### src/rtl/riscv_pkg.sv
// Shared core package: opcode constants and the MEMCOPY sequencer state type.
package riscv_pkg;

    // Base RV32I major opcodes already used by the main decoder
    localparam logic [6:0] OPC_LOAD    = 7'b0000011;
    localparam logic [6:0] OPC_STORE   = 7'b0100011;
    localparam logic [6:0] OPC_OP_IMM  = 7'b0010011;
    localparam logic [6:0] OPC_OP      = 7'b0110011;
    localparam logic [6:0] OPC_BRANCH  = 7'b1100011;
    localparam logic [6:0] OPC_JAL     = 7'b1101111;
    localparam logic [6:0] OPC_JALR    = 7'b1100111;
    localparam logic [6:0] OPC_LUI     = 7'b0110111;
    localparam logic [6:0] OPC_AUIPC   = 7'b0010111;

    // Custom multi-cycle block-copy instruction
    localparam logic [6:0] OPC_MEMCOPY = 7'b0001000;

    // MEMCOPY sequencer states
    typedef enum logic [1:0] {
        MC_IDLE  = 2'd0,
        MC_READ  = 2'd1,
        MC_WRITE = 2'd2,
        MC_DONE  = 2'd3
    } mc_state_t;

endpackage

### src/rtl/memcopy_sequencer.sv
// MEMCOPY sequencer: copies len_words words from src_addr to dst_addr, one
// read followed by one write per word, through the shared data-memory port.
// The PC is held via stall until the copy has finished; done pulses for one
// cycle in the DONE state. A start that is still high when the copy finishes
// (the same instruction still being decoded) is blocked until start drops.
module memcopy_sequencer
    import riscv_pkg::*;
#(
    parameter int ADDR_W = 32,
    parameter int DATA_W = 32,
    parameter int LEN_W  = 16
) (
    input  logic              clk,
    input  logic              reset,
    input  logic              start,
    input  logic [ADDR_W-1:0] src_addr,
    input  logic [ADDR_W-1:0] dst_addr,
    input  logic [LEN_W-1:0]  len_words,
    input  logic [DATA_W-1:0] mem_rdata,
    output logic [ADDR_W-1:0] mem_addr,
    output logic              mem_read,
    output logic              mem_write,
    output logic [DATA_W-1:0] mem_wdata,
    output logic              busy,
    output logic              stall,
    output logic              done
);

    localparam int                BYTES    = DATA_W / 8;
    localparam logic [ADDR_W-1:0] STEP     = (ADDR_W)'(BYTES);
    localparam logic [ADDR_W-1:0] LOW_MASK = (ADDR_W)'(BYTES - 1);
    localparam logic [LEN_W-1:0]  CNT_ONE  = {{(LEN_W-1){1'b0}}, 1'b1};
    localparam logic [LEN_W-1:0]  CNT_ZERO = {LEN_W{1'b0}};

    mc_state_t         state_r;
    mc_state_t         state_next_s;
    logic [ADDR_W-1:0] src_ptr_r;
    logic [ADDR_W-1:0] dst_ptr_r;
    logic [LEN_W-1:0]  cnt_r;
    logic [DATA_W-1:0] buf_r;
    logic              block_r;   // start held over from a finished copy
    logic              accept_s;

    // A new copy is taken only from IDLE, outside reset, with start re-armed
    assign accept_s = (state_r == MC_IDLE) && start && !block_r && !reset;

    // State, pointer, counter, data buffer and re-arm registers
    always_ff @(posedge clk) begin
        if (reset) begin
            state_r   <= MC_IDLE;
            src_ptr_r <= {ADDR_W{1'b0}};
            dst_ptr_r <= {ADDR_W{1'b0}};
            cnt_r     <= CNT_ZERO;
            buf_r     <= {DATA_W{1'b0}};
            block_r   <= 1'b0;
        end else begin
            state_r <= state_next_s;
            case (state_r)
                MC_IDLE: begin
                    if (accept_s) begin
                        // Pointers are word aligned; low byte-offset bits dropped
                        src_ptr_r <= src_addr & ~LOW_MASK;
                        dst_ptr_r <= dst_addr & ~LOW_MASK;
                        cnt_r     <= len_words;
                    end
                    if (!start) begin
                        block_r <= 1'b0;
                    end
                end
                MC_READ: begin
                    buf_r <= mem_rdata;
                end
                MC_WRITE: begin
                    // Pointer wrap past the top of memory is intentional
                    src_ptr_r <= src_ptr_r + STEP;
                    dst_ptr_r <= dst_ptr_r + STEP;
                    if (cnt_r != CNT_ZERO) begin
                        cnt_r <= cnt_r - CNT_ONE;
                    end
                end
                MC_DONE: begin
                    // The instruction is still decoded here; a held start must not retrigger
                    block_r <= start;
                end
                default: begin
                    block_r <= 1'b0;
                end
            endcase
        end
    end

    // Next-state decode and memory-port / handshake outputs
    always_comb begin
        state_next_s = state_r;
        mem_addr     = {ADDR_W{1'b0}};
        mem_read     = 1'b0;
        mem_write    = 1'b0;
        mem_wdata    = {DATA_W{1'b0}};
        busy         = 1'b0;
        stall        = 1'b0;
        done         = 1'b0;
        case (state_r)
            MC_IDLE: begin
                // Stall on the decode cycle itself so the PC never moves past MEMCOPY
                stall = accept_s;
                if (accept_s) begin
                    if (len_words != CNT_ZERO) begin
                        state_next_s = MC_READ;
                    end else begin
                        state_next_s = MC_DONE;
                    end
                end else begin
                    state_next_s = MC_IDLE;
                end
            end
            MC_READ: begin
                busy         = 1'b1;
                stall        = 1'b1;
                mem_read     = 1'b1;
                mem_addr     = src_ptr_r;
                state_next_s = MC_WRITE;
            end
            MC_WRITE: begin
                busy      = 1'b1;
                stall     = 1'b1;
                mem_write = 1'b1;
                mem_addr  = dst_ptr_r;
                mem_wdata = buf_r;
                // cnt_r is never zero here; <= keeps the FSM finite regardless
                if (cnt_r <= CNT_ONE) begin
                    state_next_s = MC_DONE;
                end else begin
                    state_next_s = MC_READ;
                end
            end
            MC_DONE: begin
                done         = 1'b1;
                state_next_s = MC_IDLE;
            end
            default: begin
                state_next_s = MC_IDLE;
            end
        endcase
    end

endmodule
### config.mk
export PLATFORM = sky130hd
export DESIGN_NAME = memcopy_sequencer
export DESIGN_NICKNAME = d
export VERILOG_FILES = /design/src/rtl/riscv_pkg.sv /design/src/rtl/memcopy_sequencer.sv
export SDC_FILE = /design/constraint.sdc
export NUM_CORES = 1
export LEC_CHECK = 0
export CAP_MARGIN = 0
export CELL_PAD_IN_SITES_DETAIL_PLACEMENT = 1
export CELL_PAD_IN_SITES_GLOBAL_PLACEMENT = 2
export CORE_MARGIN = 3
export CORE_UTILIZATION = 30
export DETAILED_ROUTE_END_ITERATION = 8
export MAX_ROUTING_LAYER = met4
export PLACE_DENSITY = 0.9
export REMOVE_ABC_BUFFERS = 1
export SETUP_SLACK_MARGIN = 0.1
export SYNTH_ARGS = -nofsm -noshare
export SYNTH_HDL_FRONTEND = slang
export SYNTH_SLANG_ARGS = --single-unit
export TNS_END_PERCENT = 10
### constraint.sdc
create_clock -name clk -period 4.3 [get_ports clk]
set_input_delay 0.43 -clock clk [delete_from_list [all_inputs] [get_ports clk]]
set_output_delay 0.43 -clock clk [all_outputs]
set_load 0.03 [all_outputs]
# == Word-level counts from Yosys, hierarchy flattened ==
# Cells that the tools add are included.
# classes
n_eq_ne,6
reduce_logical,14
magnitude_cmp,1
n_addsub,3
muxes,20
# ops
op,count
case mux 32 bit (2 select lines),3
2-to-1 mux 32 bit,3
adder 32 x 3 -> 32 bit (second input constant),2
2-to-1 mux 16 bit,2
case mux 16 bit (2 select lines),1
nonzero test 16 bit,2
less-or-equal comparator 16 x 1 -> 1 bit (second input constant),1
subtractor 16 x 1 -> 16 bit (second input constant),1
case mux 2 bit (4 select lines),1
2-to-1 mux 2 bit,3
!= test 2 bit (second input constant),3
2-to-1 mux 1 bit,5
== test 2 bit (second input constant),2
case mux 1 bit (2 select lines),2
AND reduction 2 bit,2
nonzero test 2 bit,2
logical AND 1 bit,3
AND reduction 3 bit,1
== test 2 x 1 -> 1 bit (second input constant),1
zero test 1 bit,2
zero test 2 bit,1
OR reduction 2 bit,1
# totals
regBits,115
out_inout_bits,69
input_bits,115
word_cells,50

# == Longest topological paths before layout ==
# Gate-level depths: netlist of run 1.
# depth
word_depth,6
mapped_depth,9
mapped_depth_nobuf,7

# == Worst setup path before layout of run 1 ==
# OpenSTA, ideal clock, no wires.
# synth_path
path_kind,register to output
start,register state_r[0]
end,output port mem_addr[28]
slack_ns,1.420
required_time_ns,3.870
arrival_ns,2.450
path_buffers,3
stages_incl_launch_ff,8
cell_sequence,dfxtp_1 -> inv_1 -> ha_1 -> clkbuf_1 -> clkbuf_1 -> buf_1 -> nand2_1 -> a21boi_0
# synth_between
elab_chain_cells,2
elab_cells_between_ends,3
classes_between,eq/ne (2); mux (1)
# synth_rtl
item,line_no,text
from (decl),memcopy_sequencer.sv:35,mc_state_t state_r;
from (signal assigned),memcopy_sequencer.sv:57,state_r <= state_next_s;
== test 2 bit or == test 2 x 1 -> 1 bit (tied branches),memcopy_sequencer.sv:102,case (state_r)
case mux 32 bit (2 select lines) *,memcopy_sequencer.sv:102,
to (decl),memcopy_sequencer.sv:20,"output logic [ADDR_W-1:0] mem_addr,"
# Mark *: on every way between the ends. The rest lies on a longest branch, timed or not.

# == Final worst setup path of run 1 ==
# Same ends and word-level chain as after synthesis.

==> key figures, run 1 <==
Floorplanning
  – Initial Utilization: 31.15%
  – FP Rows: 54
  – Die H: 157.9 um
  – Die Span X: 157.9 um
  – # IOs: 184
  – Total core area: 22230 um^2
  – Area of the die: 24940 um^2

Setup path
  – R2R Path Start: state_r[0]
  – Data required, critical path: 3870 ps
  – CP delay by family, top: buffers and inverters
  – Slowest-stage cell, CP: clkdlybuf4s50_1
  – Delay of the slowest critical-path stage: 710 ps
  – Worst path cell trace: inv_1 > ha_1 > buf_4 > a21boi_0 > clkdlybuf4s50_1
  – Buf+Inv Stages, Crit Path: 3
  – Reg2Reg Depth: 8
  – Critical path type: reg -> out
  – Critical Path Sink Type: primary output
  – CP max FO: 20
  – FF-to-FF setup slack: 1410 ps
  – Startpoint Class: register
  – Crit path DAT: 2770 ps
  – RR Endpoint: cnt_r[2]
  – Levels on crit path: 5

Power
  – Peak supply drop: 0.0002266 V
  – Pwr/cell area: 290.9 nW/um^2
  – Net Sw Frac: 31.78%
  – Int Pwr: 1.824 mW
  – NetSw: 0.8498 mW
  – Gate power share: 21.3%
  – Leakage Power: 3.011 nW
  – Sequential power share: 44.4%
  – Clock power frac: 34.3%
  – Total power: 2.674 mW

STA
  – Endpoints failing hold: 0
  – Clock Skew: 9.756 ps
  – Slew Viols, Final: 0
  – Post-layout minimum cycle time: 3197 ps
  – Setup_tns: 0 ps
  – Fmax: 0.3128 GHz
  – Slew HR: 43.31%
  – Worst-Margin Slew: 850.4 ps
  – RSZ-0062 raised after global routing: no
  – Final setup viols: 0
  – Final worst-path cycle share: 74.34%

Synthesis
  – Post-synth top area share: 32.09%
  – Area leader, netlist: dfxtp_1
  – Area contributors post-synth: dfxtp_1, mux2i_1, nor2_1
  – Mean Syn Cell Area: 7.719 um^2
  – Synth Warn #: 0
  – Main flop type after synthesis: dfxtp_1
  – Flops & latches, synth: 111
  – Sequential-to-total area share from yosys stat: 32.09%
  – Fraction of registers with async set/reset: 0%
  – Synthesized cell area: 6924 um^2
  – Post-synth EDFFs: 0
  – Cells after synthesis: 897
  – Synth cell types: 67

Final layout
  – Core Util, Final: 41.36%
  – Design Area, Final: 9194 um^2
  – Layout Nets: 1145
  – Non-Filler Instances: 1306
  – Share of cells above drive strength 1: 5.366%
  – Commonest non-fill, non-tap cells in the layout: clkdlybuf4s50_1, dfxtp_1, nor2_1
  – Layout overhead on the synthesized area: 32.78%
  – Commonest non-fill, non-tap cell in the layout: clkdlybuf4s50_1

Global route
  – Via count of the first global-routing pass: 7480
  – Grt ovf: 0
  – First-pass GRT wire length: 40.07 mm
  – Largest net degree at the start of global routing: 92
  – Initial antenna violation count: 1
  – Global Route Usage Sum: 20.63%

Placed design
  – Placed cells: 1289
  – Port bufs: 177
  – GP Congestion: 0.8827
  – HPWL after DPL: 17.66 mm
  – Placed cell area: 8880 um^2

Routing
  – Drt first pass iters: 5
  – # DRC: 0
  – Avg WL per Cell: 19.35 um
  – Iter 0 DRT Violations: 470
  – Vias: 7298
  – Via density per instance: 5.588
  – Overall routed net length: 25.28 mm
  – Routed Antenna Nets: 0

Hold path
  – WHS Path Cells: 2
  – Hold Path Sink: buf_r[6]
  – Hold WC Path Type: reg -> reg
  – Hold_sp: buf_r[6]

Clocking
  – Worst-path clk slew: 80 ps
  – Clk buf depth: 2
  – H-Tree Depth: 3
  – Root Buffer: clkbuf_16
  – Post-cts resize count: 0
  – Post-CTS Setup Bufs: 0
  – Hold buffers post-CTS: 0
  – TritonCTS clock tree: yes
  – Clk_lat worst skew: 360 ps
  – CTS sink cnt: 111
  – CTS buffer count: 9

Flow run
  – Max-cap violations: 0

Status
  – Status: finished clean
-- sequential cells by signal (all words and copies together) (netlist names) --
name and count:
cnt_r 16, block_r 1, dst_ptr_r 30, state_r 2, buf_r 32, src_ptr_r 30
-- power groups by stage --
stage          clock network, mW  logic [mW]  registers [mW]
4_1_cts                    0.947       0.573            1.18
3_5_place_dp                   0       0.571            1.21
6_report                   0.918       0.570            1.19
5_1_grt                    0.988       0.630            1.20
2_1_floorplan                  0       0.327            1.18
3_3_place_gp                   0       0.561            1.20
-- per-stage QoR --
stage | setup WS [ps] | hold slack, ps
3_5_place_dp | 1386 | 476.9
4_1_cts | 1052 | 498.2
3_3_place_gp | 1407 | 462.6
2_1_floorplan | -3990 | 447.7
5_1_grt | 921.8 | 529.7
6_report | 1103 | 491.3
-- cells by family after synthesis --
kind of cell             share of synthesized area, %
AO/OA/AOI/OAI                                   24.54
adder cells (fa/ha/maj)                         1.807
buffers and inverters                           5.349
flip-flops                                      32.09
multiplexers                                    6.939
other                                         0.05416
AND/OR/NAND/NOR                                 29.22
-- worst min-delay path, stage by stage (launching register included) --
cell and delay, ps:
dfxtp_1 330, mux2i_1 60, nor2_1 70
-- layer usage --
metal	vias up	share of wire, %	GRT usage (%)
li1	3566	-	-
met1	3535	46	27.10
met2	178	46	32.65
met3	19	6.2	4.811
met4	0	1.2	4.132
met5	-	0	-
-- cells in the mapped netlist (3+ instances only) --
cell type,n
nand4b_1,3
nor2b_1,39
and4_1,8
a21boi_0,5
o211ai_1,3
ha_1,10
a21oi_1,67
and3_1,20
o21ai_0,48
or3_1,4
buf_2,10
buf_1,9
nor4_1,21
a211oi_1,18
a311oi_1,14
and2_1,33
nor4_4,3
a2111oi_0,3
nand3_1,33
dfxtp_1,111
clkbuf_1,55
mux2_2,8
nand4_1,14
a221oi_1,10
nor3_1,24
a31oi_1,8
inv_1,16
o2bb2ai_1,6
mux2i_1,39
o31ai_1,3
o22ai_1,15
nor2_1,97
o32ai_1,6
a22oi_1,33
nand2_1,58
-- worst max-delay path by stage --
stage               start             to  slack (ps)
3_3_place_gp        reset  dst_ptr_r[16]        1410
3_5_place_dp        start       cnt_r[6]        1390
6_report       state_r[0]   mem_addr[28]        1100
2_1_floorplan  state_r[0]       cnt_r[0]       -3990
5_1_grt        state_r[0]   mem_addr[28]         920
4_1_cts        state_r[0]   mem_addr[28]        1050
-- final cells by class --
| type | count | area [um^2] |
|---|---|---|
| diodes | 1 | 2.502 |
| clock buffers | 9 | 225.2 |
| clock inverters | 7 | 86.33 |
| fillers | 2633 | 13040 |
| inverters | 16 | 60.06 |
| multi-input cells | 694 | 4383 |
| flip-flops and latches | 111 | 2222 |
| well taps | 280 | 350.3 |
| repair buffers | 188 | 1864 |
Note: power is estimated with default switching activity, not from simulation.
==> run 2: changes to the inputs <==
Settings changed: CORE_UTILIZATION 30 to 25, PLACE_DENSITY 0.9 to 0.8.
Clock period 4.3 ns to 2.62 ns, I/O delays scaled along.
==> key figures, run 2 (synthesis results as in run 1) <==
Clocking
  – TritonCTS clock tree: yes
  – H-Tree Depth: 3 (unchanged)
  – Worst-path clk slew: 80 ps (about the same)
  – Clk buf depth: 2 (unchanged)
  – Hold buffers post-CTS: 0 (unchanged)
  – CTS buffer count: 9 (unchanged)
  – Clk_lat worst skew: 370 ps (about the same)
  – CTS sink cnt: 111 (unchanged)
  – Root Buffer: clkbuf_16

Routing
  – Met3 routed WL: 1.685 mm (+7.9%)
  – DRT met1 WL: 12.34 mm (+5.8%)
  – Iter 0 DRT Violations: 448 (-4.7%)
  – Vias: 7395 (+1.3%)
  – Via density per instance: 5.186 (-7.2%)
  – Overall routed net length: 27.34 mm (+8.2%)
  – Avg WL per Cell: 19.17 um (-0.94%)
  – # DRC: 0 (unchanged)
  – Drt first pass iters: 4 (-1)
  – Met2 wire length: 12.92 mm (+10%)
  – Max layer used: met4
  – Routed Antenna Nets: 0 (unchanged)

Global route
  – First-pass GRT wire length: 42.75 mm (+6.7%)
  – Grt ovf: 0 (unchanged)
  – Largest net degree at the start of global routing: 85 (-7.6%)
  – Global Route Usage Sum: 18.66% (-2.0 points)
  – Via count of the first global-routing pass: 7590 (+1.5%)
  – Initial antenna violation count: 4 (+3)

Final layout
  – Fill cells: 3240 (+23%)
  – Layout Nets: 1170 (+2.2%)
  – Max reg flops: 32 (unchanged)
  – Share of cells above drive strength 1: 10.48% (+5.1 points)
  – Register with the most flip-flops: buf_r
  – Layout overhead on the synthesized area: 36.81%
  – Multi-input combinational cell area: 4385 um^2 (about the same)
  – Non-Filler Instances: 1426 (+9.2%)
  – Largest regs: buf_r (32), dst_ptr_r (30), src_ptr_r (30)
  – Sequential Area: 2222 um^2 (unchanged)
  – Core Util, Final: 34.95% (-6.4 points)
  – Commonest non-fill, non-tap cells in the layout: clkdlybuf4s50_1, dfxtp_1, nor2_1
  – Commonest non-fill, non-tap cell in the layout: clkdlybuf4s50_1

Placed design
  – GP Congestion: 0.8490 (-3.8%)
  – HPWL after DPL: 19.62 mm (+11%)
  – Port bufs: 177 (unchanged)
  – Placed cells: 1405 (+9.0%)

Floorplanning
  – Initial Utilization: 25.55% (-5.6 points)
  – # IOs: 184 (unchanged)
  – FP Rows: 60 (+11%)
  – Die Span X: 172.4 um (+9.2%)
  – Total core area: 27100 um^2 (+22%)
  – Die H: 172.4 um (+9.2%)
  – Area of the die: 29730 um^2 (+19%)

STA
  – Post-layout minimum cycle time: 2480 ps
  – Fmax: 0.4032 GHz
  – Setup_tns: 0 ps (unchanged)
  – Slew HR: 50.75% (+7.4 points)
  – Worst-Margin Slew: 738.7 ps (-111.7 ps)
  – Endpoints failing hold: 0 (unchanged)
  – Clock Skew: 16.04 ps (+6.285 ps)
  – RSZ-0062 raised after global routing: yes
  – Final setup viols: 0 (unchanged)
  – Final worst-path cycle share: 94.66%
  – Slew Viols, Final: 0 (unchanged)
  – Hold slack: 240.5 ps (-250.8 ps)

Hold path
  – Hold WC Path Type: in -> reg
  – Hold_sp: reset
  – Hold Path Sink: dst_ptr_r[7]
  – WHS Path Cells: 3 (+1)

Setup path
  – Startpoint Class: register
  – R2R Path Start: state_r[0]
  – RR Endpoint: src_ptr_r[27]
  – Critical Path Sink Type: primary output
  – FF-to-FF setup slack: 240 ps (-1170 ps)
  – CP max FO: 15 (-25%)
  – Data required, critical path: 2360 ps (-1510 ps)
  – Reg2Reg Depth: 9 (+1)
  – Critical path type: reg -> out
  – Crit path DAT: 2220 ps (-550 ps)

Flow run
  – Max-cap violations: 0 (unchanged)

Power
  – Leakage Power: 3.200 nW (+6.3%)
  – Pwr/cell area: 456.8 nW/um^2 (+57%)
  – Total power: 4.327 mW (+62%)
  – Peak supply drop: 0.0003048 V (+35%)

Status
  – Status: finished clean
[run 2: worst max path at each step]
| stage | start | to | slack [ps] | depth (start not counted) |
|---|---|---|---|---|
| global placement | state_r[0] | src_ptr_r[30] | 310 | 9 |
| detailed placement | state_r[0] | src_ptr_r[16] | 190 | 8 |
| finish | state_r[0] | mem_wdata[9] | 140 | 5 |
| floorplan | state_r[0] | cnt_r[0] | -5670 | 7 |
| global route | state_r[0] | mem_wdata[12] | 30 | 5 |
| CTS | state_r[1] | mem_addr[28] | 90 | 5 |
[run 2: critical path, cell delays in order (launching register included)]
cell and delay [ps]:
dfxtp_1 350, inv_1 150, ha_4 280, buf_4 230
and2_1 160, clkdlybuf4s50_1 680
[run 2: through the flow]
step,cell area (um^2),setup WS [ps]
floorplan,6618,-5670
global placement,9173,314.1
detailed placement,9173,191.5
CTS,9457,88.25
global route,9473,33.21
finish,9473,139.9
[run 2: area by class of cell]
cell class,count,share of cell area [%]
Timing Repair Buffer,213,21.71
Multi-Input combinational cell,694,46.30
Clock buffer,11,2.457
Sequential cell,111,23.46
Inverter,16,0.6340
Clock inverter,5,0.4227
Tap cell,372,4.913
Antenna cell,4,0.1057
[run 2: timing repair]
action | CTS | global route
setup buffers | 1 | 0
pin swaps | 1 | 0
resized for setup | 0 | 2
endpoints found under the setup margin | 18 | 30
[run 2: power by group]
| part | internal [mW] | leakage [nW] | switching [mW] |
|---|---|---|---|
| registers | 1.80 | 0.907 | 0.145 |
| logic | 0.461 | 2.16 | 0.532 |
| clock network | 0.661 | 0.135 | 0.732 |
[run 2: layer usage]
layer,track usage [%],vias up
met5,-,-
met1,23.84,3568
li1,-,3620
met3,5.007,27
met2,29.85,180
met4,3.679,0
